File: src/rtl/phase_pkg.sv
// Shared encodings and default constants for the five-phase sequencer.
package phase_pkg;

  typedef enum logic [1:0] {
    StIdle   = 2'b00,
    StRun    = 2'b01,
    StStep   = 2'b10,
    StHalted = 2'b11
  } seq_state_e;

  localparam int unsigned NUM_PHASES      = 5;
  localparam int unsigned PHASE_W         = 3;
  localparam int unsigned DEBOUNCE_CYCLES = 16;

  localparam int unsigned FETCH     = 0;
  localparam int unsigned DECODE    = 1;
  localparam int unsigned EXECUTE   = 2;
  localparam int unsigned MEMORY    = 3;
  localparam int unsigned WRITEBACK = 4;

  localparam int unsigned MEM_PHASE_A = FETCH;
  localparam int unsigned MEM_PHASE_B = MEMORY;

endpackage

File: src/rtl/button_debouncer.sv
// Synchronizes an active-low pushbutton, filters bounce and emits a one-cycle press pulse.
module button_debouncer #(
  parameter int unsigned DEBOUNCE_CYCLES = 16
) (
  input  logic clock,
  input  logic reset,
  input  logic exec,
  output logic press
);

  localparam int unsigned CntW = $clog2(DEBOUNCE_CYCLES + 1);

  logic [1:0]      sync_q, sync_d;
  logic            level_q, level_d;
  logic            press_q, press_d;
  logic [CntW-1:0] cnt_q, cnt_d;

  always_comb begin
    sync_d  = {sync_q[0], exec};
    level_d = level_q;
    cnt_d   = '0;
    press_d = 1'b0;
    // Any sample matching the accepted level restarts the stability run.
    if (sync_q[1] != level_q) begin
      if (cnt_q == CntW'(DEBOUNCE_CYCLES - 1)) begin
        level_d = ~level_q;
        press_d = level_q;
      end else begin
        cnt_d = cnt_q + CntW'(1);
      end
    end
  end

  always_ff @(posedge clock or negedge reset) begin
    if (!reset) begin
      sync_q  <= 2'b11;
      level_q <= 1'b1;
      cnt_q   <= '0;
      press_q <= 1'b0;
    end else begin
      sync_q  <= sync_d;
      level_q <= level_d;
      cnt_q   <= cnt_d;
      press_q <= press_d;
    end
  end

  assign press = press_q;

endmodule

File: src/rtl/phase_sequencer.sv
// Run/step/halt controller generating one-hot phase enables for the five-phase datapath.
module phase_sequencer #(
  parameter int unsigned NUM_PHASES      = phase_pkg::NUM_PHASES,
  parameter int unsigned DEBOUNCE_CYCLES = phase_pkg::DEBOUNCE_CYCLES,
  parameter int unsigned MEM_PHASE_A     = phase_pkg::MEM_PHASE_A,
  parameter int unsigned MEM_PHASE_B     = phase_pkg::MEM_PHASE_B
) (
  input  logic                  clock,
  input  logic                  reset,
  input  logic                  exec,
  input  logic                  step_mode,
  input  logic                  halt,
  input  logic                  mem_req,
  input  logic                  mem_ready,
  output logic [2:0]            phase,
  output logic [NUM_PHASES-1:0] p_en,
  output logic                  running,
  output logic [1:0]            state,
  output logic [15:0]           instr_count
);
  import phase_pkg::*;

  logic press;

  button_debouncer #(
    .DEBOUNCE_CYCLES(DEBOUNCE_CYCLES)
  ) u_debouncer (
    .clock(clock),
    .reset(reset),
    .exec (exec),
    .press(press)
  );

  seq_state_e  state_q, state_d;
  logic [2:0]  phase_q, phase_d;
  logic        pause_q, pause_d;
  logic        running_q, running_d;
  logic [15:0] count_q, count_d;

  logic mem_phase, stall, advance, wrap;

  always_comb begin
    mem_phase = (phase_q == 3'(MEM_PHASE_A)) || (phase_q == 3'(MEM_PHASE_B));
    stall     = running_q & mem_req & ~mem_ready & mem_phase;
    advance   = running_q & ~stall;
    wrap      = advance & (phase_q == 3'(NUM_PHASES - 1));
  end

  always_comb begin
    state_d = state_q;
    phase_d = phase_q;
    pause_d = pause_q;
    count_d = count_q;

    if (advance) begin
      phase_d = wrap ? 3'd0 : phase_q + 3'd1;
      if (wrap) begin
        count_d = count_q + 16'd1;
      end
    end

    case (state_q)
      StIdle: begin
        if (press) begin
          state_d = step_mode ? StStep : StRun;
        end
      end
      StRun: begin
        pause_d = pause_q | press;
        // Halt outranks a pending pause; a press arriving on the wrap waits for the next one.
        if (wrap) begin
          if (halt) begin
            state_d = StHalted;
            pause_d = 1'b0;
          end else if (pause_q) begin
            state_d = StIdle;
            pause_d = 1'b0;
          end
        end
      end
      StStep: begin
        if (wrap) begin
          state_d = halt ? StHalted : StIdle;
        end
      end
      StHalted: begin
        if (press) begin
          state_d = StIdle;
        end
      end
      default: state_d = StIdle;
    endcase

    running_d = (state_d == StRun) || (state_d == StStep);
  end

  always_ff @(posedge clock or negedge reset) begin
    if (!reset) begin
      state_q   <= StIdle;
      phase_q   <= 3'd0;
      pause_q   <= 1'b0;
      running_q <= 1'b0;
      count_q   <= 16'd0;
    end else begin
      state_q   <= state_d;
      phase_q   <= phase_d;
      pause_q   <= pause_d;
      running_q <= running_d;
      count_q   <= count_d;
    end
  end

  assign phase       = phase_q;
  assign p_en        = advance ? (NUM_PHASES'(1) << phase_q) : '0;
  assign running     = running_q;
  assign state       = state_q;
  assign instr_count = count_q;

endmodule

File: config.mk
export PLATFORM = sky130hd
export DESIGN_NAME = phase_sequencer
export DESIGN_NICKNAME = d
export VERILOG_FILES = /design/src/rtl/phase_pkg.sv /design/src/rtl/button_debouncer.sv /design/src/rtl/phase_sequencer.sv
export SDC_FILE = /design/constraint.sdc
export NUM_CORES = 1
export LEC_CHECK = 0
export CORE_MARGIN = 3
export CORE_UTILIZATION = 40
export CTS_CLUSTER_DIAMETER = 100
export CTS_CLUSTER_SIZE = 10
export DETAILED_ROUTE_END_ITERATION = 10
export MAX_ROUTING_LAYER = met4
export PLACE_DENSITY = 0.65
export SYNTH_ARGS = -nofsm -noshare
export SYNTH_HDL_FRONTEND = slang
export SYNTH_SLANG_ARGS = --single-unit
File: constraint.sdc
create_clock -name clock -period 2.5 [get_ports clock]
set_input_delay 0.5 -clock clock [delete_from_list [all_inputs] [get_ports clock]]
set_output_delay 0.5 -clock clock [all_outputs]
set_load 0.02 [all_outputs]
Word level (Yosys, flattened, before mapping)
Cells that the tools add are included.

Add/sub/neg operators: 3. Reductions and logical operators: 6. Bitwise gates (word level): 9. Shifts and indexed selects: 1. Equality and inequality tests: 9. Multiplexer cells: 18.

Operator list (count): adder 16 x 1 -> 16 bit (second input constant) (1); two-way mux 2 bit (8); two-way mux 5 bit (3); one-hot mux 2 bit (4 select lines) (1); equality test 2 bit (second input constant) (3); adder 5 x 1 -> 5 bit (second input constant) (1); AND 1 bit (5); equality test 5 x 4 -> 1 bit (second input constant) (1); two-way mux 1 bit (5); << shifter 1 x 3 -> 5 bit (first input constant) (1); equality test 2 x 1 -> 1 bit (second input constant) (2); AND reduction 2 bit (2); adder 3 x 1 -> 3 bit (second input constant) (1); equality test 3 x 2 -> 1 bit (second input constant) (1); equality test 3 bit (second input constant) (1); zero test 3 bit (1); two-way mux 3 bit (1); NOT 1 bit (3); zero test 2 bit (1); logical OR 1 bit (2); inequality test 1 bit (1); bitwise OR 1 bit (1).

Flip-flop bits (word level): 32.

Longest topological paths before layout
Gate-level depths: netlist (run 1).

Depth after elaboration: 10. Depth in mapped cells: 8. Depth with buffers taken out: 7.

Cells and area by module
A second synthesis (run 1) with hierarchy kept.

Cell total of the unflattened synthesis: 140. Area total of the unflattened synthesis: 1584.0 µm².

By module, submodules not included: phase_sequencer (area an instance 1242.4 µm², cells an instance 115, times used 1); button_debouncer (area an instance 341.6 µm², cells an instance 25, times used 1).

Worst setup path before layout (run 1)
No wires, ideal clock.

Path type: reg-to-output. From: reg phase_q[0], in the netlist phase[0]. To: out p_en[0]. Stages on the path, launching flop included: 6. Required time: 2.000 ns. Buffers on the path: 0. Slack: 0.237 ns. Data arrival time: 1.763 ns. Path through: dfrtp_1 > ha_1 > ha_1 > a21oi_1 > o21ai_2 > nor3b_1.

Word-level cells in the longest chain between the ends: 6. Elaborated cells between the ends (all ways): 8.

RTL lines: from (decl) (RTL line phase_sequencer.sv:35) `logic [2:0] phase_q, phase_d;`; from (signal assigned) (RTL line phase_sequencer.sv:106) `phase_q <= phase_d;`; equality test 3 x 2 -> 1 bit / zero test 3 bit (equally long branches) (RTL line phase_sequencer.sv:43) `mem_phase = (phase_q == 3'(MEM_PHASE_A)) || (phase_q == 3'(MEM_PHASE_B));`; logical OR 1 bit (RTL line phase_sequencer.sv:43); AND 1 bit (RTL line phase_sequencer.sv:44) `stall = running_q & mem_req & ~mem_ready & mem_phase;`; NOT 1 bit (RTL line phase_sequencer.sv:45) `advance = running_q & ~stall;`; AND 1 bit (RTL line phase_sequencer.sv:45); two-way mux 5 bit * (RTL line phase_sequencer.sv:114) `assign p_en = advance ? (NUM_PHASES'(1) << phase_q) : '0;`; to (decl) (RTL line phase_sequencer.sv:16) `output logic [NUM_PHASES-1:0] p_en,`.

Mark *: on every way between the ends. The rest lies on a longest branch, timed or not.

Final worst setup path (run 1)
From: reg phase_q[1], in the netlist phase[1]. To: out p_en[2].

Same word-level chain as after synthesis.

==> summary.md, run 1 <==
The count of input and output buffers works out to 33. The share of the synthesized area in the top cell type is 0.452, and the number of max-cap violations is 0. The HPWL after detailed placement is 2450 um. Worst setup path category: reg -> out. The cell chosen for the clock root was sky130_fd_sc_hd__clkbuf_8. The clock tree synthesis step divided the H-tree into 2 levels. The area added between synthesis and finish was 33.7%; the number of diodes added for antenna fixing was 0. Cell with the largest stage delay on the worst path: sky130_fd_sc_hd__dfrtp_1. In this run the horizontal extent of the chip is 69.4 um.

The total DRC errors in the routed layout came out at 0. The part of the Yosys area used for sequential elements was 0.501. 34 I/O pins were placed.

The data arrival at the endpoint of the critical path came out at 1.85 ns. Maximum clock path buffer count: 2. Before antenna repair, the detailed router went through 4 iterations. The number of hold violations in the final report is 0, and the area of the mapped netlist is 0.00161 sq mm. The routed design could run at a clock period as short as 2.35 ns. Setup violations remaining at the end of the flow were counted as 0.

The number of different library cells used by synthesis comes to 38. The initial antenna violation count was 0; the fmax was 0.426 GHz. The biggest area consumer among synthesized cells was sky130_fd_sc_hd__dfrtp_1. The overall global routing resource usage is 0.147.

TritonCTS built the clock tree. The slew at the pin closest to its max-slew limit works out to 0.404 ns. Entering global routing, the biggest net connects 33 pins.

IR analysis of the VDD net gives a maximum drop of 0.308 mV. After detailed routing, the average wire length per cell comes to 13.6 um. The via density per instance was 5.15. For the net count after synthesis, the log shows 154. Grouping stages by cell kind, the critical path spends the most delay in flip-flops. The class of the tightest hold or removal check is reg -> reg. The logs give 0.00481 sq mm for the die area and 204 for the post-layout net count. The run gives 1,232 as the detailed-route via count. The logs give 0.729 for the remaining max-slew budget at the tightest pin and -0.0573 ns for the worst slack after detailed placement. The endpoint kind of the worst setup timing path is a primary output.

The run gives 0.00377 sq mm as the core area. The post-route antenna net violation count is 0, and the first-pass GRT wire length is 5660 um. The initialized floorplan defines 22 standard-cell rows. For the post-layout total power, the log shows 0.000968 W. The run gives 0.822 as the final weighted congestion in routability-driven placement. The final-layout setup total negative slack was 0 ns. The logs give 0 for the remaining global-route overflow and 0 for the count of final max-slew check failures. The power density over the cells works out to 451 mW/mm^2.

Along the worst path, the maximum fanout reaches 5. Yosys attributes the largest share of cell area to sky130_fd_sc_hd__dfrtp_1 (45%), sky130_fd_sc_hd__ha_1 (5.5%), sky130_fd_sc_hd__xnor2_1 (5.5%), sky130_fd_sc_hd__dfstp_2 (4.9%), sky130_fd_sc_hd__xor2_1 (4.4%). The detailed router finished its first iteration with 57 violations. At the worst endpoint, the required time is 2.00 ns. The height of the die came out at 69.4 um. During synthesis, Yosys emitted a total of 0 warnings. Fraction of final layout cells with drive strength greater than 1: 0.183. The tightest hold path in the finished design has a slack of 0.356 ns.

The most numerous cell type found on the critical path is sky130_fd_sc_hd__ha_1. Setup repair after global routing left no endpoint under its margin. The run gives 0 as the quantity of hold-fixing buffers added after cts. The flip-flop and latch count after synthesis is 32, and the synthesized area divided by synthesized cell count is 11.5 sq um.

The clock reaches the later pin of the worst-skew pair after 0.27 ns. The effective utilization at floorplan came out at 0.426. For this design the static power due to leakage is 0.984 nW. Clock-pin slew was measured on the worst setup and hold paths at 0.06 ns. The signal on the critical path passes through ha_1 > ha_1 > a21oi_1 > o21ai_2 > nor3b_1 > dlygate4sd2_1. The period utilization was 0.939. Setup slack closes at 0.152 ns.

Summed over all layers, the routed wires come to 3240 um. The critical path launch point type is a flip-flop. The logs give 316 for the count of filler cells inserted in the layout and 5 for the number of buffers created by CTS. The sum of buffers and inverters on the critical path is 1.

The flow ran to the end, and the final reports show no timing, DRC or antenna violations. The critical path's largest stage delay is 0.42 ns, and the clock skew after layout is 0.00561 ns. The via count of the first global-routing pass came out at 1,246. The total number of clock tree sinks is 32, and the synthesized instance count is 140.
==> stage by stage <==
stage | instance area [sq um] | instances | util
2_1_floorplan | 1610 | 140 | -
5_1_grt | 2150 | 239 | 0.569
3_3_place_gp | 2070 | 231 | 0.548
4_1_cts | 2150 | 239 | 0.571
3_5_place_dp | 2070 | 231 | 0.548
6_report | 2150 | 239 | 0.569
==> flip-flops by register name, indices dropped and copies added, names as in the netlist <==
signal               flops
u_debouncer.press        1
u_debouncer.sync_q       2
pause_q                  1
running                  1
state                    2
instr_count             16
phase                    3
u_debouncer.cnt_q        5
u_debouncer.level_q      1
==> final timing paths <==
path                                       start                    end  slack (ns)  depth (start not counted)
setup reg to reg                        phase[1]        instr_count[15]        0.48                          7
hold reg to reg            u_debouncer.sync_q[0]  u_debouncer.sync_q[1]        0.36                          0
hold / removal             u_debouncer.sync_q[0]  u_debouncer.sync_q[1]        0.36                          0
min in group asynchronous                  reset               state[0]        0.63                          2
max in group asynchronous                  reset  u_debouncer.sync_q[0]        1.54                          2
setup / recovery                        phase[1]                p_en[2]        0.15                          6
==> synthesized netlist by cell type (all sizes together) <==
library cell,count
nand2,9
and3,3
xor2,8
o21ai,2
a31oi,2
inv,8
nor4,1
a2bb2oi,1
a21oi,5
xnor2,10
nand4b,1
dfstp,3
nor4b,1
nor3b,6
nand4,7
nor2,5
ha,7
nand3b,1
nand2b,2
or2,2
nor3,5
a41oi,1
a32oi,1
and3b,1
buf,1
o31ai,1
nand3,8
mux2,4
nor2b,3
and4,1
a221o,1
dfrtp,29
==> layer usage <==
metal,vias up,wire [um],track usage
li1,601,-,-
met1,600,1420,0.182
met2,26,1630,0.238
met3,5,166,0.0377
met4,0,26,0.0390
met5,-,0,-
==> report_power, final <==
group | switching, W | total [W] | internal [W] | leakage, nW
clock network | 0.000175 | 0.000400 | 0.000224 | 0.0455
logic | 0.0000194 | 0.0000377 | 0.0000183 | 0.510
registers | 0.00000524 | 0.000530 | 0.000525 | 0.429
==> repair_timing <==
action,CTS,global route
resized for setup,4,7
setup buffers,0,0
endpoints found under the setup margin,4,3
==> cells by family after synthesis <==
family / synth area share
buffers and inverters: 0.0273
DFF: 0.501
xor gates and xnor gates: 0.0982
and+or+nand+nor: 0.227
AOI/OAI and AO/OA: 0.0639
adders and majority gates: 0.0546
muxes: 0.0281
==> placed cells by master (no fill, tap or decap), types with 6 or more instances in the layout <==
| cell | count |
|---|---|
| sky130_fd_sc_hd__nand3_1 | 8 |
| sky130_fd_sc_hd__inv_1 | 7 |
| sky130_fd_sc_hd__buf_4 | 11 |
| sky130_fd_sc_hd__ha_1 | 7 |
| sky130_fd_sc_hd__nor3b_1 | 6 |
| sky130_fd_sc_hd__nand2_1 | 8 |
| sky130_fd_sc_hd__clkbuf_8 | 6 |
| sky130_fd_sc_hd__xor2_1 | 8 |
| sky130_fd_sc_hd__nand4_1 | 6 |
| sky130_fd_sc_hd__xnor2_1 | 10 |
| sky130_fd_sc_hd__clkdlybuf4s50_1 | 28 |
| sky130_fd_sc_hd__dfrtp_1 | 29 |
==> layout make-up <==
cell class / instances / area [sq um] / share of cell area
sequential: 32 / 805 / 0.375
multi-input combinational: 99 / 757 / 0.353
timing repair buffer: 44 / 403 / 0.188
clock buffer: 8 / 90.1 / 0.0420
tap: 48 / 60.1 / 0.0280
inverter: 8 / 32.5 / 0.0152
No activity file was read; power rests on OpenSTA's default activity.
==> run 2: changes to the inputs <==
Settings changed: GPL_ROUTABILITY_DRIVEN set to 0, SYNTH_HIERARCHICAL set to 1.
==> run 2 against run 1 <==
  * Sequential share of layout area rose by 0.64 points
  * Global-route usage increased by 0.87 points
  * Combinational power rose to 18 times the previous value
  * Register-to-register slack improved by 0.05 ns
  * Maximum frequency up 2.2%
  * Critical endpoint is now p_en[4]
==> summary.md, run 2 <==
The number of different library cells used by synthesis comes to 37. The proportion of power drawn by combinational gates was 0.381. The largest individual stage delay along the critical path comes from the cell sky130_fd_sc_hd__dfrtp_1. The critical path goes through ha_1 > ha_1 > buf_4 > nand3b_4 > nand2_4 > inv_2 > dlygate4sd2_1. The remaining global-route overflow is 0, and the total number of clock tree sinks is 32. Setup repair after global routing left no endpoint under its margin. The Yosys step of the flow raised 6 warnings. Once the clock tree was built, the setup fixing pass inserted 0 buffers. At the worst endpoint, the arrival time is 1.80 ns. The net switching share of the total power is 0.342. The synthesized design contains 0 enable-type register cells. The count of input and output buffers was 33. In this design, the stage delay of the slowest critical-path cell is 0.43 ns. Cell internal power was estimated by the tool at 0.00116 W. Area of the mapped netlist: 0.00158 sq mm. The run gives 33 as the maximum number of pins on one net before global-route repair. TritonCTS built the clock tree.

The tools report the tightest hold margin as 0.358 ns. The fraction of final layout cells with drive strength greater than 1 is 0.180, and the number of placement rows is 22. In this run, placement finished with an instance count of 229.

The post-layout net count came out at 202. Combinational family with the most area after synthesis: simple AND/OR/NAND/NOR gates. The first-pass GRT wire length is 5270 um, and the relative contribution of the clock network to total power is 0.224. The average detailed-routed wire length per instance was 12.8 um. The path class of the tightest hold or removal check is reg -> reg.

For the switching power of the nets, the log shows 0.000604 W. The power density over the cells came out at 836 mW/mm^2. The total area inside the core boundary comes to 0.00374 sq mm. The part of the Yosys area used for sequential elements came out at 0.508.

The total area of multi-input combinational cells was 742 sq um; the height of the die was 68.9 um. In the layout the commonest cells are sky130_fd_sc_hd__dfrtp_1 (29), sky130_fd_sc_hd__clkdlybuf4s50_1 (28), sky130_fd_sc_hd__xor2_1 (11). The worst register-to-register path begins at phase[0]. Async set-reset flop share out of synthesis: 1.00.

The total wire length after detailed routing is 3040 um. The data required time at the worst endpoint is 2.00 ns, and the detailed-route via count is 1,169. The run finished with clean final reports. The instance count along the most critical hold path came out at 0.

Critical path's most frequent cell: sky130_fd_sc_hd__ha_1. STA classifies the critical path startpoint as a flip-flop. For the fmax, the log shows 0.435 GHz. The tools report the post-layout total power as 0.00177 W. The flip-flop and latch count after synthesis is 32, and the flip-flop count of the largest register after layout is 16. Measured in cells, the most critical reg-to-reg path has a length of 9. The tool flagged a number of max-cap violations equal to 0. Tracing the worst setup path back leads to its startpoint at phase[0].

Measured along the x axis, the die boundary spans 68.9 um. For this design the static power due to leakage is 1.01 nW. The via count of the first global-routing pass is 1,174, and the final standard cell utilization of the core is 0.564. Yosys attributes the largest share of cell area to sky130_fd_sc_hd__dfrtp_1 (46%), sky130_fd_sc_hd__xor2_1 (6.1%), sky130_fd_sc_hd__ha_1 (5.5%), sky130_fd_sc_hd__dfstp_2 (5.0%), sky130_fd_sc_hd__xnor2_1 (4.4%). Endpoint kind of the worst setup timing path: a primary output. The net count after synthesis is 154, and the number of buffers created by CTS is 5.

The overall global routing resource usage was 0.155; the post-route antenna net violation count was 0. The highest net fanout along the worst path works out to 6. Of all cell types, the one taking the most synthesized area is sky130_fd_sc_hd__dfrtp_1. Synthesized area divided by synthesized cell count: 11.3 sq um.

In the final layout, flip-flops and latches occupy 805 sq um. Post-DP HPWL: 2340 um. For this run, the leading register cell type out of synthesis is sky130_fd_sc_hd__dfrtp_1.

The remaining max-slew budget at the tightest pin was 0.740; the area fraction in compound gates after synthesis was 0.0545. The share of the synthesized area in the top cell type was 0.458. The critical path is of the reg -> out type. The number of hold violations in the final report was 0.

The sequential power share is 0.395, and the final-layout setup total negative slack is 0 ns. Setup violations remaining at the end of the flow were counted as 0. Clock tree synthesis selected as its root buffer the cell sky130_fd_sc_hd__clkbuf_8. The library cell used most frequently in the layout, excluding fill and tap cells, is sky130_fd_sc_hd__dfrtp_1.

At the pin with the least slew margin, the transition time is 0.390 ns. The area growth from synthesis to layout is 33.3%. The worst setup path endpoint was p_en[4].

The repair_antennas step left the layout with diodes totalling 0. The layout has 343 filler cells. The final critical delay including setup and external delays works out to 2.30 ns. Most repeated cell in the gate-level netlist after synthesis: sky130_fd_sc_hd__dfrtp_1. The worst-case IR drop observed on VDD is 0.475 mV. The H-tree generated during clock tree synthesis spans 2 levels. The count of routing violations after the opening detailed-route iteration was 77; the via density per instance was 4.93. The commonest cells after synthesis are sky130_fd_sc_hd__dfrtp_1 (29), sky130_fd_sc_hd__xor2_1 (11), sky130_fd_sc_hd__inv_1 (9), sky130_fd_sc_hd__nor2_1 (9). The count of final max-slew check failures was 0; the clock latency of the later-clocked register in the worst-skew pair was 0.27 ns.

After clock tree synthesis, the clock-pin slew on the worst setup and hold paths is 0.06 ns. The run gives 34 as the number of top-level pins. The run gives 0 as the initial antenna violation count.

Reg-to-reg endpoint: running. The synthesized-area fraction occupied by xor and xnor cells was 0.105; the arithmetic-cell share of the synthesized area counting full adders, half adders and majority gates was 0.0553. The die area came out at 0.00475 sq mm. For the synthesized instance count, the log shows 140.

For the clock skew after layout, the log shows 0.00437 ns. The period utilization works out to 0.919. The post-synthesis simple-gate area fraction is 0.225, and the total DRC errors in the routed layout is 0. In this run the deepest clock path goes through 2 buffers. Setup slack on the worst reg-to-reg path comes out at 0.53 ns. The logs give 237 for the final instance count without filler cells and 4 for the number of detailed-routing iterations run before antenna repair. The multiplexer share of the synthesized area was 0.0284. The tools report the effective utilization at floorplan as 0.423.
## run 2: cell count changes after synthesis, sizes merged, moves of 3 or more
| cell | delta |
|---|---|
| xor2 | +3 |
| nand3 | -3 |
| nor2 | +5 |
| and3 | +3 |
| and2 | +3 |
| nor3b | -3 |
## run 2: cell families after synthesis
kind of cell | Yosys count
xor gates and xnor gates | 19
and+or+nand+nor | 56
muxes | 4
AOI/OAI and AO/OA | 12
DFF | 32
adders and majority gates | 7
buffers and inverters | 10
## run 2: how the worst min path moves through the flow
stage                                startpoint  slack (ns)                     to
after global routing      u_debouncer/sync_q[0]        0.36  u_debouncer/sync_q[1]
final                     u_debouncer/sync_q[0]        0.36  u_debouncer/sync_q[1]
after CTS                 u_debouncer/sync_q[0]        0.36  u_debouncer/sync_q[1]
after floorplan                           reset        0.20         instr_count[0]
after detailed placement  u_debouncer/sync_q[0]        0.35  u_debouncer/sync_q[1]
after global placement    u_debouncer/sync_q[0]        0.35  u_debouncer/sync_q[1]
## run 2: worst max-delay path, delay by kind of cell, from the launching register on
family	cells	cell delay, ns
buf+inv	3	0.52
flops	1	0.43
fa+ha+maj	2	0.42
simple gates	2	0.16
## run 2: repair_timing
item                                    in CTS  in global routing
hold buffers                                 0                  0
resized for setup                            4                 10
pin swaps                                    0                  0
endpoints found under the setup margin       4                  4
## run 2: metal layers
metal	wire [um]	up-vias	track usage
met4	34	0	0.0487
li1	-	582	-
met1	1350	556	0.176
met5	0	-	-
met3	156	4	0.0486
met2	1510	27	0.262
## run 2: cell type report
class	count	area share
Tap cell	48	0.0285
Clock buffer	8	0.0427
Timing Repair Buffer	41	0.178
Multi-Input combinational cell	98	0.352
Inverter	10	0.0178
Sequential cell	32	0.381
## run 2: metrics by stage
step / setup WS (ns) / area [sq um]
2_1_floorplan: 0.228 / 1580
3_3_place_gp: -0.0325 / 2030
3_5_place_dp: -0.0558 / 2030
4_1_cts: 0.0112 / 2120
5_1_grt: 0.0367 / 2110
6_report: 0.202 / 2110
## run 2: power by group through the flow
stage / Sequential (W) / Combinational [W] / Clock [W]
2_1_floorplan: 0.000776 / 0.000301 / 0
3_3_place_gp: 0.000697 / 0.000672 / 0
3_5_place_dp: 0.000707 / 0.000692 / 0
4_1_cts: 0.000697 / 0.000686 / 0.000406
5_1_grt: 0.000715 / 0.000740 / 0.000438
6_report: 0.000698 / 0.000672 / 0.000395
